**config.mk**
```make
export PLATFORM = sky130hd
export DESIGN_NAME = reaction_timer
export DESIGN_NICKNAME = d
export VERILOG_FILES = /design/src/rtl/reaction_pkg.sv /design/src/rtl/btn_sync_edge.sv /design/src/rtl/reaction_timer.sv
export SDC_FILE = /design/constraint.sdc
export NUM_CORES = 1
export LEC_CHECK = 0
export ABC_AREA = 1
export ABC_CLOCK_PERIOD_IN_PS = 2160
export BUFFER_PORTS_ARGS = -buffer_cell sky130_fd_sc_hd__buf_2
export CORE_MARGIN = 2
export CORE_UTILIZATION = 40
export DETAILED_ROUTE_END_ITERATION = 7
export GPL_TIMING_DRIVEN = 0
export SETUP_SLACK_MARGIN = 0.4
export SLEW_MARGIN = 20
export SYNTH_ARGS = -nofsm -noshare
export SYNTH_HDL_FRONTEND = slang
export SYNTH_SLANG_ARGS = --single-unit
```
**constraint.sdc**
```tcl
create_clock -name clk -period 2.16 [get_ports clk]
set_clock_uncertainty 0.2 [all_clocks]
set_input_delay 0.324 -clock clk [delete_from_list [all_inputs] [get_ports clk]]
set_output_delay 0.324 -clock clk [all_outputs]
set_load 0.005 [all_outputs]
```
**src/rtl/reaction_pkg.sv**
```systemverilog
// Shared types and constants for the reaction-time game controller.
// Latency: n/a (constants and a pure function only).
// Backpressure: n/a.
package reaction_pkg;

   localparam int          VALUE_W   = 14;
   localparam logic [15:0] LFSR_SEED = 16'hACE1;
   localparam logic [15:0] LFSR_POLY = 16'hB400;

   // Game states, 3-bit encoding kept stable for existing debug tooling
   localparam logic [2:0] ST_IDLE  = 3'd0;
   localparam logic [2:0] ST_WAIT  = 3'd1;
   localparam logic [2:0] ST_GO    = 3'd2;
   localparam logic [2:0] ST_DONE  = 3'd3;
   localparam logic [2:0] ST_ERROR = 3'd4;

   // One step of the right-shifting Galois LFSR; a non-zero state never maps to zero
   function automatic logic [15:0] lfsr_next(input logic [15:0] s);
      return s[0] ? ((s >> 1) ^ LFSR_POLY) : (s >> 1);
   endfunction

endpackage

```
**src/rtl/btn_sync_edge.sv**
```systemverilog
// Push-button conditioning: 2-FF synchronizer followed by a registered rising-edge detector.
// Latency: press pulses for one cycle, 3 clk edges after btn rises.
// Backpressure: none; a button held high yields exactly one press pulse.
module btn_sync_edge (
   input  logic clk,
   input  logic reset,
   input  logic btn,
   output logic press
);

   logic sync_q1;
   logic sync_q2;
   logic sync_q3;

   // Resynchronize the raw button and register a pulse on its first high sample
   always_ff @(posedge clk or posedge reset) begin
      if (reset) begin
         sync_q1 <= 1'b0;
         sync_q2 <= 1'b0;
         sync_q3 <= 1'b0;
         press   <= 1'b0;
      end else begin
         sync_q1 <= btn;
         sync_q2 <= sync_q1;
         sync_q3 <= sync_q2;
         press   <= sync_q2 & ~sync_q3;
      end
   end

endmodule

```
**src/rtl/reaction_timer.sv**
```systemverilog
// Reaction-time game controller: random pre-delay, GO LED, then ms count until the player presses.
// Latency: state and all outputs update on the clock edge after the press/tick cycle (all registered).
// Backpressure: none; presses are single pulses and are acted on in the cycle they arrive.
module reaction_timer
   import reaction_pkg::*;
#(
   parameter int CLKS_PER_MS  = 10000,
   parameter int MIN_DELAY_MS = 1000,
   parameter int RAND_BITS    = 11,
   parameter int MAX_MS       = 9999
) (
   input  logic               clk,
   input  logic               reset,
   input  logic               btn,
   output logic [VALUE_W-1:0] value,
   output logic               show_error,
   output logic               go_led,
   output logic               busy
);

   localparam int DLY_RAW = $clog2(MIN_DELAY_MS + (1 << RAND_BITS));
   localparam int DLY_W   = (DLY_RAW > 1) ? DLY_RAW : 1;
   localparam int PS_RAW  = $clog2(CLKS_PER_MS);
   localparam int PS_W    = (PS_RAW > 1) ? PS_RAW : 1;

   localparam logic [PS_W-1:0]    PS_LAST     = PS_W'(CLKS_PER_MS - 1);
   localparam logic [DLY_W-1:0]   DLY_BASE    = DLY_W'(MIN_DELAY_MS);
   localparam logic [DLY_W-1:0]   DLY_ONE     = DLY_W'(1);
   localparam logic [VALUE_W-1:0] VAL_ONE     = VALUE_W'(1);
   localparam logic [VALUE_W-1:0] VAL_PRE_MAX = VALUE_W'(MAX_MS - 1);

   logic             press;
   logic [2:0]       state;
   logic [2:0]       state_nxt;
   logic [15:0]      lfsr;
   logic [PS_W-1:0]  presc;
   logic             tick;
   logic [DLY_W-1:0] delay_cnt;
   logic             load_delay;

   btn_sync_edge u_btn (
      .clk   (clk),
      .reset (reset),
      .btn   (btn),
      .press (press)
   );

   assign tick       = (presc == PS_LAST);
   assign load_delay = press && ((state == ST_IDLE) || (state == ST_DONE));

   // Next-state decode; a press always beats a coincident tick
   always_comb begin
      state_nxt = state;
      case (state)
         ST_IDLE:  if (press) state_nxt = ST_WAIT;
         ST_WAIT:  if (press) state_nxt = ST_ERROR;
                   else if (tick && (delay_cnt == DLY_ONE)) state_nxt = ST_GO;
         ST_GO:    if (press) state_nxt = ST_DONE;
                   else if (tick && (value == VAL_PRE_MAX)) state_nxt = ST_DONE;
         ST_DONE:  if (press) state_nxt = ST_WAIT;
         ST_ERROR: if (press) state_nxt = ST_IDLE;
         default:  state_nxt = ST_IDLE;
      endcase
   end

   // State register plus status outputs registered from the next state
   always_ff @(posedge clk or posedge reset) begin
      if (reset) begin
         state      <= ST_IDLE;
         go_led     <= 1'b0;
         busy       <= 1'b0;
         show_error <= 1'b0;
      end else begin
         state      <= state_nxt;
         go_led     <= (state_nxt == ST_GO);
         busy       <= (state_nxt == ST_WAIT) || (state_nxt == ST_GO);
         show_error <= (state_nxt == ST_ERROR);
      end
   end

   // Free-running LFSR, stepped every cycle regardless of state
   always_ff @(posedge clk or posedge reset) begin
      if (reset) lfsr <= LFSR_SEED;
      else       lfsr <= lfsr_next(lfsr);
   end

   // ms prescaler; restarting on each state change makes the first tick a full ms later
   always_ff @(posedge clk or posedge reset) begin
      if (reset)                              presc <= '0;
      else if ((state_nxt != state) || tick)  presc <= '0;
      else                                    presc <= presc + PS_W'(1);
   end

   // Pre-delay countdown: loaded on round start, decremented on each WAIT tick
   always_ff @(posedge clk or posedge reset) begin
      if (reset)                              delay_cnt <= '0;
      else if (load_delay)                    delay_cnt <= DLY_BASE + DLY_W'(lfsr[RAND_BITS-1:0]);
      else if ((state == ST_WAIT) && tick)    delay_cnt <= delay_cnt - DLY_ONE;
   end

   // Reaction count: cleared entering GO or ERROR, counts GO ticks unless a press arrives
   always_ff @(posedge clk or posedge reset) begin
      if (reset) begin
         value <= '0;
      end else if ((state == ST_WAIT) && (state_nxt != ST_WAIT)) begin
         value <= '0;
      end else if ((state == ST_GO) && !press && tick) begin
         value <= value + VAL_ONE;
      end
   end

endmodule

```
; After elaboration in Yosys (flattened, before gate mapping)
; Cells that the tools add are included.
[word_totals]
regBits = 66
inputBits = 3
output_inout_bits = 17
word_cells = 59
[op_classes]
n_addsub = 4
eq_ne = 12
muxes = 13
bitwise_logic = 3
n_reduce_logical = 15
[op_table]
columns = op, n
row1 = $mux W14, 3
row2 = $add A14 B1 Y14 const B, 2
row3 = $eq A14 B14 Y1 const B, 2
row4 = $mux W12, 2
row5 = $mux W3, 6
row6 = $mux W16, 1
row7 = $add A10 B11 Y12 const A, 1
row8 = $eq A12 B1 Y1 const B, 1
row9 = $pmux W3 S4, 1
row10 = $sub A12 B1 Y12 const B, 1
row11 = $eq A3 B2 Y1 const B, 3
row12 = $logic_and A1 B1 Y1, 7
row13 = $eq A3 B1 Y1 const B, 2
row14 = $eq A3 B3 Y1 const B, 2
row15 = $not A3 Y4, 1
row16 = $reduce_bool A2 Y1, 2
row17 = $logic_not A3 Y1, 1
row18 = $logic_or A1 B1 Y1, 3
row19 = $ne A3 B1 Y1 const B, 1
row20 = $ne A3 B3 Y1, 1
row21 = $reduce_or A2 Y1, 1
row22 = $and A1 B1 Y1, 1
row23 = $logic_not A1 Y1, 1
row24 = $not A1 Y1, 1

; Logic depth before layout (Yosys ltp)
[logic_depth]
word_depth = 8
mapped_depth = 13
mapped_depth_nobuf = 13

; Hierarchy
; Synthesis repeated with hierarchy kept, for this count alone.
[hier_totals]
hier_cells = 409
hier_area_um2 = 3419.5
[by_module_without_submodules]
columns = mod, n_inst, cells_per_inst, area_each_um2, seq_area_each_um2
row1 = reaction_timer, 1, 402, 3305.7, 1561.5
row2 = btn_sync_edge, 1, 7, 113.9, 100.1

; Least setup slack after synthesis
; No wires, ideal clock.
[synth_timing]
kind = register to register
start = reg presc[0]
end = reg value[2]
setup_time_ns = 0.121
arrival_ns = 1.510
t_required_ns = 1.839
path_slack_ns = 0.330
stages_incl_launch_ff = 12
n_path_buf = 1
period_less_slack_ns = 1.830
cell_sequence = dfrtp_1 -> ha_1 -> nand2_1 -> nor2_2 -> nand2_2 -> nor2_4 -> nand3_2 -> a21boi_4 -> nor2_4 -> nor2_4 -> buf_12 -> nor2_2
[synth_between]
elab_chain_cells = 8
word_cells_on_any_way = 13
classes_between = eq/ne (2) / mux (6) / reduce/logical (5)
[synth_lines]
columns = item, line
row1 = start: declaration, reaction_timer.sv:36  ; logic [PS_W-1:0] presc;
row2 = start signal: assignment, reaction_timer.sv:91  ; else presc <= presc + PS_W'(1);
row3 = $eq A14 B14 Y1 *, reaction_timer.sv:48  ; assign tick = (presc == PS_LAST);
row4 = "$logic_and A1 B1 Y1, on equally long branches", "reaction_timer.sv:59, reaction_timer.sv:57"
row5 = "$mux W3, on equally long branches", "reaction_timer.sv:59, reaction_timer.sv:57"
row6 = "$mux W3, on equally long branches", "reaction_timer.sv:58, reaction_timer.sv:56"
row7 = $pmux W3 S4 *, reaction_timer.sv:54  ; case (state)
row8 = via state_nxt[1], reaction_timer.sv:34  ; logic [2:0] state_nxt;
row9 = $ne A3 B1 Y1 *, reaction_timer.sv:105  ; end else if ((state == ST_WAIT) && (state_nxt != ST_WAIT)) begin
row10 = $logic_and A1 B1 Y1 *, reaction_timer.sv:105
row11 = $mux W14 or $reduce_bool A2 Y1 (tied branches), --
row12 = end signal: assignment, reaction_timer.sv:108  ; value <= value + VAL_ONE;
row13 = end: declaration, reaction_timer.sv:15  ; output logic [VALUE_W-1:0] value,
; Mark *: on every way through the listed nets, which the timed path passes. The rest lies on a longest branch.
; A chain may end at the register's enable or synchronous reset.

; Final worst setup path
[layout_timing]
start = reg presc[1]
end = reg value[4]
; The elaborated chain is that of the path after synthesis.

==> results.py <==
metrics = {
    "run_status": {
        "status": "complete, no violations",
    },
    "synthesis": {
        "synth_area_leaders": "dfrtp_1 (41%), nand2_1 (7.8%), nor2_1 (6.2%), dfstp_2 (6.0%), inv_1 (6.0%)",
        "synth_seq_area_share_pct": 47.0,
        "ys_types": 37,
        "synth_seq_cells": 66,
        "syn_area_sq_mm": 0.00353,
        "synth_area_leader_cell": "dfrtp_1",
        "ys.warnings.count": 0,
        "postSynthAreaPerCell_sq_um": 8.47,
        "synth_top_area_share_pct": 41.1,
        "netlist_instances": 417,
        "synth_nets": 426,
    },
    "worst_setup_path": {
        "rr_worst_depth": 12,
        "crit_family": "simple AND/OR/NAND/NOR gates",
        "crit_type": "reg2reg",
        "cp_slowest_cell": "dfrtp_1",
        "cp.depth": 12,
        "path_max_fanout": 5,
        "cp-end-kind": "register",
        "crit_top_cell": "nor2_4",
        "rrSetupSlack_ps": 130,
        "crit_arrival_ps": 2060,
        "required_ps": 2190,
        "worstPathCellList": "ha_2 -> nand2_2 -> nor2_4 -> nand2_2 -> nor2_4 -> nand3_2 -> a21boi_4 -> nor2_4 -> nor2_4 -> buf_6 -> buf_12 -> nor2_2",
        "cp_num_buf_inv": 2,
        "start_kind": "register",
        "critPathMaxStageDelay_ps": 350,
    },
    "sta": {
        "tns_ps": 0,
        "drv_slew": 0,
        "worst_pin_slew_ps": 357,
        "slew_headroom_pct": 76.0,
        "hold_viol_final": 0,
        "finalSetupViolations": 0,
        "worst_slack_ps": 135,
        "fin_crit_sh_pct": 93.8,
        "finalCriticalPeriod_ps": 2030,
        "rsz0062_at_grt": "yes",
        "max_clock_freq_mhz": 494,
    },
    "grt": {
        "grt_pass1_vias": 2830,
        "antenna_found_initial": 0,
        "grt_usage_pct": 16.4,
        "grt_pass1_wl_mm": 12.8,
        "overflow": 0,
        "grt_max_degree": 35,
    },
    "cells_and_area": {
        "nets": 483,
        "syn_to_final_growth_pct": 24.0,
        "fin_cells": 587,
        "multi_input_area_sq_mm": 0.00172,
        "antenna_cells": 0,
        "final.fill_count": 813,
        "regArea_sq_mm": 0.00166,
        "layout-drive-gt1-share_pct": 29.9,
        "fin_util_pct": 50.7,
    },
    "worst_hold_path": {
        "holdPathStages": 0,
        "hp-class": "reg2reg",
    },
    "drt": {
        "drtIter0Drc": 93,
        "route.detailed.drc": 0,
        "vias": 2851,
        "drtPass1Iterations": 4,
        "vias_per_cell": 4.86,
        "antenna_left": 0,
        "wirelength_mm": 7.21,
        "wl_per_cell_um": 12.3,
    },
    "clock_network": {
        "cts_buffers": 9,
        "insertion_delay_ps": 340,
        "clockRootBuffer": "clkbuf_8",
        "path_clk_slew_ps": 70,
        "htreeDepth": 3,
        "cts_tree": "yes",
        "cts_sinks": 66,
        "clk_path_buf_depth": 2,
    },
    "die": {
        "initial_core_util_pct": 40.9,
        "coreArea_sq_mm": 0.00864,
        "chipWidth_um": 98.0,
        "ios": 20,
        "die_area_sq_mm": 0.00960,
        "row_count": 34,
        "die_y_um": 98.0,
    },
    "place": {
        "gp_congestion": 0.797,
        "dp_hpwl_mm": 4.95,
        "post-place-cells": 546,
        "place_ws_ps": 144,
        "portBuffers": 19,
    },
    "power": {
        "p_per_area_mw_per_mm2": 874,
        "fin_total_pwr_mw": 3.83,
        "ir_drop_mv": 0.400,
        "p_leak_nw": 2.05,
    },
    "run": {
        "cap_violations": 0,
    },
}
==> state kept, by name, indices dropped and copies added (netlist names) <==
name,flops
lfsr,16
presc,14
value,14
delay_cnt,12
state,3
busy,1
go_led,1
show_error,1
u_btn.press,1
u_btn.sync_q1,1
u_btn.sync_q2,1
u_btn.sync_q3,1
==> cell type report <==
class                      count  share of cell area (%)
timing repair buffer          46                    8.57
clock inverter                 3                   0.343
inverter                      60                    5.28
sequential                    66                    38.0
clock buffer                  13                    3.63
buffer                         7                    1.83
multi-input combinational    284                    39.3
tap                          108                    3.08
==> cell usage in the layout (no fill, tap or decap), types with 2 or more instances in the layout <==
| cell type | netlist | routed |
|---|---|---|
| a21oi_1 | 5 | 4 |
| nor2_1 | 58 | 50 |
| a31oi_1 | 2 | 2 |
| clkinv_2 | 0 | 3 |
| buf_12 | 1 | 4 |
| xor2_1 | 18 | 18 |
| inv_1 | 56 | 52 |
| clkbuf_8 | 0 | 11 |
| dfstp_2 | 8 | 8 |
| nand3_4 | 1 | 3 |
| inv_2 | 3 | 5 |
| nand2_2 | 5 | 4 |
| nor3_1 | 8 | 7 |
| dlygate4sd3_1 | 0 | 2 |
| nor2_4 | 4 | 8 |
| o21ai_0 | 15 | 13 |
| nand2_4 | 0 | 4 |
| nand3_1 | 25 | 23 |
| a22oi_1 | 2 | 2 |
| ha_1 | 6 | 5 |
| clkbuf_1 | 0 | 2 |
| nand2_1 | 73 | 69 |
| buf_4 | 3 | 18 |
| o211ai_1 | 2 | 2 |
| nand4_1 | 10 | 10 |
| xnor2_1 | 4 | 4 |
| nor2_2 | 21 | 25 |
| nand3_2 | 8 | 8 |
| o21ai_1 | 5 | 6 |
| o21a_1 | 3 | 3 |
| buf_2 | 1 | 19 |
| buf_6 | 2 | 8 |
| dfrtp_1 | 58 | 57 |
==> cell families (layout without fill, tap and decap cells) <==
group | after synthesis | after routing | share of synthesized area (%)
adder cells (fa/ha/maj) | 6 | 6 | 2.13
AO/OA/AOI/OAI | 39 | 39 | 6.84
XOR/XNOR | 22 | 22 | 5.46
buffers and inverters | 67 | 129 | 8.36
flip-flops | 66 | 66 | 47.0
AND/OR/NAND/NOR | 217 | 217 | 30.2
==> per-stage QoR <==
step / hold slack (ps) / cell area, sq um
5_1_grt: 168 / 4380
6_report: 161 / 4380
3_3_place_gp: 134 / 3770
2_1_floorplan: 131 / 3540
4_1_cts: 163 / 4240
3_5_place_dp: 29.4 / 3810
==> metal layers <==
layer | wire length [um] | up-vias | GRT usage [%]
li1 | - | 1445 | -
met1 | 3370 | 1353 | 20.9
met2 | 3500 | 39 | 27.0
met3 | 215 | 14 | 3.44
met4 | 119 | 0 | 6.94
met5 | 0 | - | 0
==> worst paths after layout <==
path                           from            end
max                        presc[1]       value[4]
min                        lfsr[12]       lfsr[11]
max reg2reg                presc[1]       value[4]
min reg2reg                lfsr[12]       lfsr[11]
max in group asynchronous     reset        lfsr[7]
min in group asynchronous     reset  u_btn.sync_q1
==> power by group <==
group	total [mW]	switching [mW]	internal [mW]
registers	1.54	0.136	1.40
logic	1.36	0.732	0.626
clock network	0.929	0.455	0.474
==> what timing repair did <==
action | in CTS | in global routing
pin swaps | 6 | 5
setup buffers | 14 | 7
gates resized for setup | 25 | 23
hold buffers | 2 | 0
cloned | 2 | 0
endpoints found under the hold margin | 59 | 0
endpoints found under the setup margin | 41 | 43
==> Yosys cell counts (all sizes together) <==
| library cell | n |
|---|---|
| a211oi | 1 |
| a21boi | 1 |
| a21o | 1 |
| a21oi | 5 |
| a22oi | 2 |
| a31oi | 2 |
| a32oi | 1 |
| buf | 7 |
| clkinv | 1 |
| dfrtp | 58 |
| dfstp | 8 |
| ha | 6 |
| inv | 59 |
| nand2 | 78 |
| nand3 | 34 |
| nand4 | 11 |
| nor2 | 83 |
| nor3 | 9 |
| nor4 | 2 |
| o211ai | 2 |
| o21a | 3 |
| o21ai | 21 |
| xnor2 | 4 |
| xor2 | 18 |
==> worst reg2reg max path, stage by stage (launching register included) <==
cell	delay [ps]
dfrtp_1	350
ha_2	190
nand2_2	70
nor2_4	110
nand2_2	80
nor2_4	140
nand3_2	130
a21boi_4	190
nor2_4	50
nor2_4	150
buf_6	120
buf_12	110
nor2_2	30
(Power assumes the default switching activity.)
